==> config.mk <==
export PLATFORM = sky130hd
export DESIGN_NAME = wb_master_cmd_bridge
export DESIGN_NICKNAME = d
export VERILOG_FILES = /design/src/rtl/wb_master_cmd_bridge.sv
export SDC_FILE = /design/constraint.sdc
export NUM_CORES = 1
export LEC_CHECK = 0
export ABC_AREA = 1
export ABC_CLOCK_PERIOD_IN_PS = 2950
export BUFFER_PORTS_ARGS = -buffer_cell sky130_fd_sc_hd__buf_2
export CORE_MARGIN = 2
export CORE_UTILIZATION = 40
export CTS_CLUSTER_DIAMETER = 30
export DETAILED_ROUTE_END_ITERATION = 7
export PLACE_DENSITY = 0.68
export SKIP_LAST_GASP = 1
export SYNTH_ARGS = -nofsm -noshare
export SYNTH_HDL_FRONTEND = slang
export SYNTH_SLANG_ARGS = --single-unit
==> constraint.sdc <==
create_clock -name CLK -period 2.95 [get_ports CLK]
set_input_delay 0.1475 -clock CLK [delete_from_list [all_inputs] [get_ports CLK]]
set_output_delay 0.1475 -clock CLK [all_outputs]
set_load 0.02 [all_outputs]
==> src/rtl/wb_master_cmd_bridge.sv <==
// Wishbone B4 pipelined master: turns a valid/ready command stream into
// WB beats, tracks in-flight addresses and returns one response per command.
module wb_master_cmd_bridge #(
    parameter int MAX_OUTSTANDING = 4,
    parameter int TIMEOUT_CYCLES  = 255
) (
    input  logic        CLK,
    input  logic        RST_ASYNC_N,
    input  logic        CMD_VALID_IN,
    output logic        CMD_READY_OUT,
    input  logic [31:0] CMD_ADR_IN,
    input  logic        CMD_WE_IN,
    input  logic [3:0]  CMD_SEL_IN,
    input  logic [31:0] CMD_DAT_IN,
    input  logic        CMD_LAST_IN,
    output logic        RSP_VALID_OUT,
    output logic [31:0] RSP_DAT_OUT,
    output logic        RSP_WE_OUT,
    output logic        RSP_ERR_OUT,
    output logic        TIMEOUT_OUT,
    output logic [31:0] WB_ADR_OUT,
    output logic        WB_WE_OUT,
    output logic [3:0]  WB_SEL_OUT,
    output logic [31:0] WB_DAT_WR_OUT,
    output logic        WB_CYC_OUT,
    output logic        WB_STB_OUT,
    output logic [2:0]  WB_CTI_OUT,
    output logic [1:0]  WB_BTE_OUT,
    input  logic        WB_STALL_IN,
    input  logic        WB_ACK_IN,
    input  logic        WB_ERR_IN,
    input  logic [31:0] WB_DAT_RD_IN
);

    localparam int CW = $clog2(MAX_OUTSTANDING + 1);
    localparam int TW = 16;

    typedef enum logic [1:0] {
        S_IDLE,
        S_ACTIVE,
        S_DRAIN
    } state_t;

    state_t                     r_state;
    logic [CW-1:0]              r_cnt;
    logic [MAX_OUTSTANDING-1:0] r_we_q;
    logic [TW-1:0]              r_to_cnt;

    logic                       w_beat;
    logic                       w_rsp;
    logic                       w_abort;
    logic                       w_room;
    logic                       w_acc;
    logic                       w_drain_done;
    logic [CW-1:0]              w_cnt_nxt;
    logic [CW-1:0]              w_push_idx;
    logic [MAX_OUTSTANDING-1:0] w_we_q_nxt;

    assign w_beat  = WB_STB_OUT & ~WB_STALL_IN;
    assign w_rsp   = (WB_ACK_IN | WB_ERR_IN) & (r_cnt != '0);
    assign w_abort = (r_cnt != '0) & ~(WB_ACK_IN | WB_ERR_IN)
                   & (r_to_cnt == TW'(TIMEOUT_CYCLES - 1));

    // The beat still held on STB counts against the in-flight budget.
    assign w_room = ({1'b0, r_cnt} + {{CW{1'b0}}, WB_STB_OUT})
                  < (CW + 1)'(MAX_OUTSTANDING);

    assign CMD_READY_OUT = (r_state != S_DRAIN)
                         & (~WB_STB_OUT | ~WB_STALL_IN)
                         & w_room & ~w_abort;

    assign w_acc      = CMD_VALID_IN & CMD_READY_OUT;
    assign w_cnt_nxt  = r_cnt + CW'(w_beat) - CW'(w_rsp);
    assign w_push_idx = r_cnt - CW'(w_rsp);

    assign w_drain_done = (r_state == S_DRAIN) & ~WB_STB_OUT
                        & (w_cnt_nxt == '0);

    assign WB_BTE_OUT = 2'b00;

    // WE history of in-flight beats; entry 0 is the oldest.
    always_comb begin
        w_we_q_nxt = w_rsp ? (r_we_q >> 1) : r_we_q;
        for (int i = 0; i < MAX_OUTSTANDING; i++) begin
            if (w_beat && (w_push_idx == CW'(i))) begin
                w_we_q_nxt[i] = WB_WE_OUT;
            end
        end
    end

    always_ff @(posedge CLK or negedge RST_ASYNC_N) begin
        if (!RST_ASYNC_N) begin
            r_state       <= S_IDLE;
            r_cnt         <= '0;
            r_we_q        <= '0;
            r_to_cnt      <= '0;
            RSP_VALID_OUT <= 1'b0;
            RSP_DAT_OUT   <= '0;
            RSP_WE_OUT    <= 1'b0;
            RSP_ERR_OUT   <= 1'b0;
            TIMEOUT_OUT   <= 1'b0;
            WB_ADR_OUT    <= '0;
            WB_WE_OUT     <= 1'b0;
            WB_SEL_OUT    <= '0;
            WB_DAT_WR_OUT <= '0;
            WB_CYC_OUT    <= 1'b0;
            WB_STB_OUT    <= 1'b0;
            WB_CTI_OUT    <= '0;
        end else begin
            RSP_VALID_OUT <= w_rsp;
            RSP_WE_OUT    <= w_rsp & r_we_q[0];
            RSP_ERR_OUT   <= w_rsp & WB_ERR_IN;
            RSP_DAT_OUT   <= (w_rsp & WB_ACK_IN & ~WB_ERR_IN & ~r_we_q[0])
                           ? WB_DAT_RD_IN : 32'h0;
            TIMEOUT_OUT   <= w_abort;

            if (w_abort) begin
                r_state    <= S_IDLE;
                r_cnt      <= '0;
                r_we_q     <= '0;
                r_to_cnt   <= '0;
                WB_CYC_OUT <= 1'b0;
                WB_STB_OUT <= 1'b0;
            end else begin
                r_cnt  <= w_cnt_nxt;
                r_we_q <= w_we_q_nxt;
                if ((r_cnt == '0) || WB_ACK_IN || WB_ERR_IN) begin
                    r_to_cnt <= '0;
                end else begin
                    r_to_cnt <= r_to_cnt + 1'b1;
                end

                if (w_acc) begin
                    WB_ADR_OUT    <= CMD_ADR_IN;
                    WB_WE_OUT     <= CMD_WE_IN;
                    WB_SEL_OUT    <= CMD_SEL_IN;
                    WB_DAT_WR_OUT <= CMD_DAT_IN;
                    WB_CTI_OUT    <= CMD_LAST_IN ? 3'b111 : 3'b010;
                    WB_STB_OUT    <= 1'b1;
                    WB_CYC_OUT    <= 1'b1;
                    r_state       <= CMD_LAST_IN ? S_DRAIN : S_ACTIVE;
                end else begin
                    if (w_beat) begin
                        WB_STB_OUT <= 1'b0;
                    end
                    if (w_drain_done) begin
                        WB_CYC_OUT <= 1'b0;
                        r_state    <= S_IDLE;
                    end
                end
            end
        end
    end

endmodule

# Yosys cells after proc, flatten, opt, wreduce, memory -nomap -nowiden
# Cells that the tools add are included.
[word_totals] input_bits=108 reg_bits=135
[classes] n_bitwise=23 addsub=5 eq_ne=6 mux=21 n_lt_le_gt_ge=1 reduce_logical=17
[op_table] cell="two-way mux 16 bit" count=2
[op_table] cell="two-way mux 32 bit" count=1
[op_table] cell="nonzero test 3 bit" count=7
[op_table] cell="adder 16 x 1 -> 16 bit, second input constant" count=1
[op_table] cell="equality test 16 x 8 -> 1 bit, second input constant" count=1
[op_table] cell="AND 1 bit" count=15
[op_table] cell="two-way mux 1 bit" count=10
[op_table] cell="logical NOT 3 bit" count=3
[op_table] cell="two-way mux 2 bit" count=4
[op_table] cell="two-way mux 4 bit" count=2
[op_table] cell="equality test 3 x 2 -> 1 bit, second input constant" count=2
[op_table] cell="two-way mux 3 bit" count=2
[op_table] cell="inverter 1 bit" count=6
[op_table] cell="subtractor 3 x 1 -> 3 bit" count=2
[op_table] cell="adder 3 x 1 -> 4 bit" count=1
[op_table] cell="logical AND 1 bit" count=4
[op_table] cell="less-than comparator 4 x 3 -> 1 bit, second input constant" count=1
[op_table] cell="adder 3 x 1 -> 3 bit" count=1
[op_table] cell="equality test 3 x 1 -> 1 bit, second input constant" count=1
[op_table] cell="equality test 2 bit, second input constant" count=1
[op_table] cell="logical OR 1 bit" count=2
[op_table] cell="inequality test 2 bit, second input constant" count=1
[op_table] cell="OR 1 bit" count=2
[op_table] cell="AND reduction 2 bit" count=1

# Depth between registers and ports, before layout
[logic_depth] word_depth=9 mapped_depth=14 ltp_nobuf=14

# Worst setup path before layout
# OpenSTA, ideal clock, no wires.
[synth_path] path_type="reg-to-reg" start="register r_cnt[0]" end="register r_state[0]" synth_period_minus_slack_ns=2.210 arrival_ns=2.096 setup_ns=0.114 path_slack_ns=0.740 t_required_ns=2.836 path_stages_with_launch=15 path_cell_list="dfrtp_1 nor2_1 nand2_1 nand2_1 xnor2_1 ha_1 inv_1 fa_1 inv_1 nor2_1 nand3_1 nand3_1 nand2_1 nand2_1 inv_1"
[synth_between] elab_chain_cells=8 word_cells_on_any_way=17 cone_classes="3 x add/sub; 1 x order compare; 2 x mux; 8 x bitwise; 3 x reduce/logical"
[synth_rtl] element="start: declaration" line_no="45" source="logic [CW-1:0] r_cnt;"
[synth_rtl] element="start signal: assignment" line_no="125" source="r_cnt <= w_cnt_nxt;"
[synth_rtl] element="branches (longest 8 deep; another with adder 3 x 1 -> 4 bit)"
[synth_rtl] element="end signal: assignment" line_no="141" source="r_state <= CMD_LAST_IN ? S_DRAIN : S_ACTIVE;"
[synth_rtl] element="end: declaration" line_no="44" source="state_t r_state;"
# Parallel ways; which one is timed is not known.
# A chain may end at the register's enable or synchronous reset.

# Final worst setup path
# Same ends and word-level chain as after synthesis.

==> results <==
- The detailed-route wire length is 14500 um.
- After filler insertion, the fill cell instance count of the layout stands at 1172.
- The die is 122 um wide.
- Dividing the final minimum period by the clock period gives 0.833.
- The proportion of synthesized chip area in sequential cells is 0.599.
- Summed over all nets, the half-perimeter wirelength after detailed placement is 8970 um.
- For this run, the total global-route usage over all layers was measured as 0.198.
- The effective utilization at floorplan is 0.406.
- By area the synthesized netlist is led by sky130_fd_sc_hd__dfrtp_1 (60%), sky130_fd_sc_hd__inv_1 (9.4%), sky130_fd_sc_hd__nand2_1 (8.5%).
- The number of design rule violations left after detail routing is 0.
- The setup slack on the worst flop-to-flop path is 0.49 ns.
- The worst flop-to-flop path startpoint is r_cnt[0]$_DFF_PN0_.
- The achievable frequency is 407 MHz.
- The number of different library cells in the post-synthesis netlist is 26.
- The floorplan step defined a die boundary enclosing 15000 um^2.
- The fraction of synthesized cell area taken by the top area cell type is 0.599.
- The H-tree was split into 4 levels.
- The post-place instance area is 6850 um^2.
- The most used flip-flop cell after synthesis is sky130_fd_sc_hd__dfrtp_1.
- The first global-routing pass estimated 23000 um of wire.
- Buffers inserted to repair hold after CTS numbered 99.
- The path type of the worst min-delay path is input pin to flop.
- The synthesized area is 5600 um^2.
- The number of buffers inserted to repair setup after CTS is 0.
- The worst clock skew is 0.0129 ns.
- The startpoint of the lowest-slack hold path is CMD_ADR_IN[30].
- The routability congestion estimate is 0.821.
- Max-cap violations in this run came to 0.
- The net count reported at finish is 1064.
- The capture instance of the worst register-to-register path is r_state[0]$_DFFE_PN0P_.
- The sort of element at the end of the critical path is a flop.
- The clock-pin slew on the worst setup and hold paths is 0.06 ns.
- Summed over all instances, the cell type with the most area after synthesis is sky130_fd_sc_hd__dfrtp_1.
- For this design, the sink count on the clock tree is 134.
- The cell sitting at the root of the clock tree is a sky130_fd_sc_hd__clkbuf_16.
- After routing the design area is 8430 um^2.
- The required time at the endpoint of the critical path is 3.25 ns.
- Yosys printed 0 warnings.
- For hold timing, the worst endpoint is WB_ADR_OUT[30]$_DFFE_PN0P_.
- After synthesis, the mean cell area works out to 8.90 um^2.
- The fraction of synthesis flops using an asynchronous set or reset pin is 1.00.
- Counting instances in the post-synthesis netlist gives the leading cell types as sky130_fd_sc_hd__inv_1 (140), sky130_fd_sc_hd__dfrtp_1 (134), sky130_fd_sc_hd__nand2_1 (126).
- The later pin in the worst-skew pair is clocked with a latency of 0.41 ns.
- The growth of design area from synthesis to finish is 50.5%.
- The initial antenna violation count came to 1.
- The measured slew at the worst slew-check pin is 0.514 ns.
- Of the cells placed in the final design, the portion with a size suffix greater than 1 is 0.277.
- The most frequent cell on the critical path is sky130_fd_sc_hd__nand2_1.
- STA classifies the critical path startpoint as a flop.
- The number of cells on the worst hold path is 3.
- Among all stages on the critical path, the largest delay is contributed by sky130_fd_sc_hd__fa_1.
- In this run, the number of DRC markers left after iteration 0 of detailed routing was 251.
- The antenna diode count is 0.
- Yosys mapped a number of flops with a built-in enable equal to 0.
- The height of the chip is 122 um.
- For the worst flop-to-flop path, the logic depth is 14.
- The total core area is 13800 um^2.
- The overall overflow remaining after global route is 0.
- Once detail routing completed, the nets flagged for antenna violations numbered 0.
- The critical path arrival is 2.76 ns.
- The number of global-route vias before repair was 4798.
- The most frequently used cell type in the post-synthesis netlist is sky130_fd_sc_hd__inv_1.
- The top fanout value on the critical path is 8.
- The flip-flop and latch count after synthesis is 134.
- The standby leakage power is 4.82 nW.
- In this run the power density over the cells is 900 nW/um^2.
- The register area is 3350 um^2.
- The clock tree from TritonCTS is yes.
- In this run the tightest slew margin relative to its limit is 0.657.
- Setup total negative slack on the finished layout was measured at 0 ns.
- The final setup violation count is 0.
- The signal on the critical path passes through nor2_1, nand2_1, nand2_1, xnor2_1, ha_1, inv_1, fa_1, inv_1, nor2_1, nand3_1, nand3_1, nand2_1, nand2_1, inv_1.
- The final routed wire length divided by cell count is 12.7 um.
- The number of optimization iterations in the first detailed-route pass is 5.
- The count of input and output buffers is 218.
- On the final layout, the worst hold slack is 0.0132 ns.
- The I/O pin count is 221.
- The via total after detailed routing is 5011.
- The clock passes through at most 2 buffers.
- The final count of pins violating max slew came to 0.
- The floorplan row count is 43.
- The number of vias per cell is 4.38.
- Counting I/O delays and the setup requirement, the final critical path takes 2.46 ns.
- The critical path is of the flop to flop type.
- The hold violation total from the final report is 0.
- The pin count of the biggest net entering global routing is 58.
- Setup repair after global routing left no endpoint under its margin.
- Synthesis produced 629 cells.
- The worst-case IR drop observed on VDD is 0.522 mV.
- Once the clock tree was built, the resizer swapped 0 gates to a different size.
- The run finished with clean final reports.
- The multi-input combinational cells in the finished layout cover a total of 1570 um^2.
- The maximum single-stage delay on the critical path is 0.48 ns.
- Clock tree synthesis inserted a total of 17 buffers.
-- flip-flops by register name, indices dropped and copies added, names as in the netlist, 2 cells and up --
signal / cells
r_to_cnt: 16
WB_DAT_WR_OUT: 32
RSP_DAT_OUT: 32
WB_CTI_OUT: 2
r_cnt: 3
r_state: 2
r_we_q: 4
WB_ADR_OUT: 32
WB_SEL_OUT: 4
-- placed cells by master (no fill, tap or decap), drive strengths merged --
cell / count
dfrtp: 134
nand4: 6
buf: 223
nand3: 26
xnor2: 3
nor2: 70
o21ai: 71
xor2: 8
clkinvlp: 4
or2: 5
fa: 1
ha: 5
nor3: 5
conb: 2
dlygate4sd3: 99
clkinv: 5
a21oi: 5
bufinv: 2
nand2: 127
inv: 144
clkbuf: 18
-- critical path: cells and delay by family (launching register included) --
kind,cells,cell delay (ns)
simple gates,8,0.96
xor+xnor,1,0.16
buf+inv,3,0.13
flops,1,0.45
fa+ha+maj,2,0.64
-- metal layers --
metal / up-vias / global-route usage / share of wire
met3: 29 / 0.0609 / 0.056
met1: 2306 / 0.246 / 0.41
met2: 159 / 0.326 / 0.51
li1: 2515 / - / -
met5: - / 0 / 0.00090
met4: 2 / 0.0704 / 0.018
-- power breakdown --
group | total (mW) | leakage, nW | switching [mW] | internal, mW
Sequential | 2.75 | 1.72 | 0.324 | 2.42
Clock | 2.09 | 0.279 | 0.818 | 1.27
Combinational | 2.75 | 2.82 | 1.78 | 0.966
Total | 7.59 | 4.82 | 2.93 | 4.66
-- through the flow --
step,power (mW),instances,setup slack [ns],utilization
after detailed placement,5.41,1012,0.515,0.497
final,7.59,1143,0.493,0.612
after floorplan,4.52,630,0.740,-
after global routing,8.08,1143,0.282,0.612
after global placement,5.35,1012,0.557,0.497
after CTS,7.63,1143,0.485,0.612
-- worst max-delay path by stage --
stage	startpoint	endpoint	slack, ns	cells after the start
after detailed placement	r_cnt[0]$_DFF_PN0_	r_state[0]$_DFFE_PN0P_	0.52	14
after CTS	r_cnt[0]$_DFF_PN0_	r_state[0]$_DFFE_PN0P_	0.49	14
after global placement	r_cnt[0]$_DFF_PN0_	r_state[0]$_DFFE_PN0P_	0.56	14
after floorplan	r_cnt[0]$_DFF_PN0_	r_state[0]$_DFFE_PN0P_	0.74	14
after global routing	r_cnt[0]$_DFF_PN0_	r_state[0]$_DFFE_PN0P_	0.28	14
final	r_cnt[0]$_DFF_PN0_	r_state[0]$_DFFE_PN0P_	0.49	14
-- kinds of logic after synthesis --
family,after synthesis,share of synthesized area
and+or+nand+nor,239,0.178
buffers and inverters,162,0.122
DFF,134,0.599
AOI/OAI and AO/OA,76,0.0686
xor gates and xnor gates,11,0.0172
adders and majority gates,6,0.0148
other,1,0.000670
-- cell type report --
type	instances	share of cell area
Clock buffer	18	0.0521
Clock inverter	14	0.0177
Inverter	141	0.0628
Multi-Input combinational cell	334	0.186
Sequential cell	134	0.398
Tap cell	180	0.0267
Timing Repair Buffer	322	0.257
No activity file was read; power rests on OpenSTA's default activity.
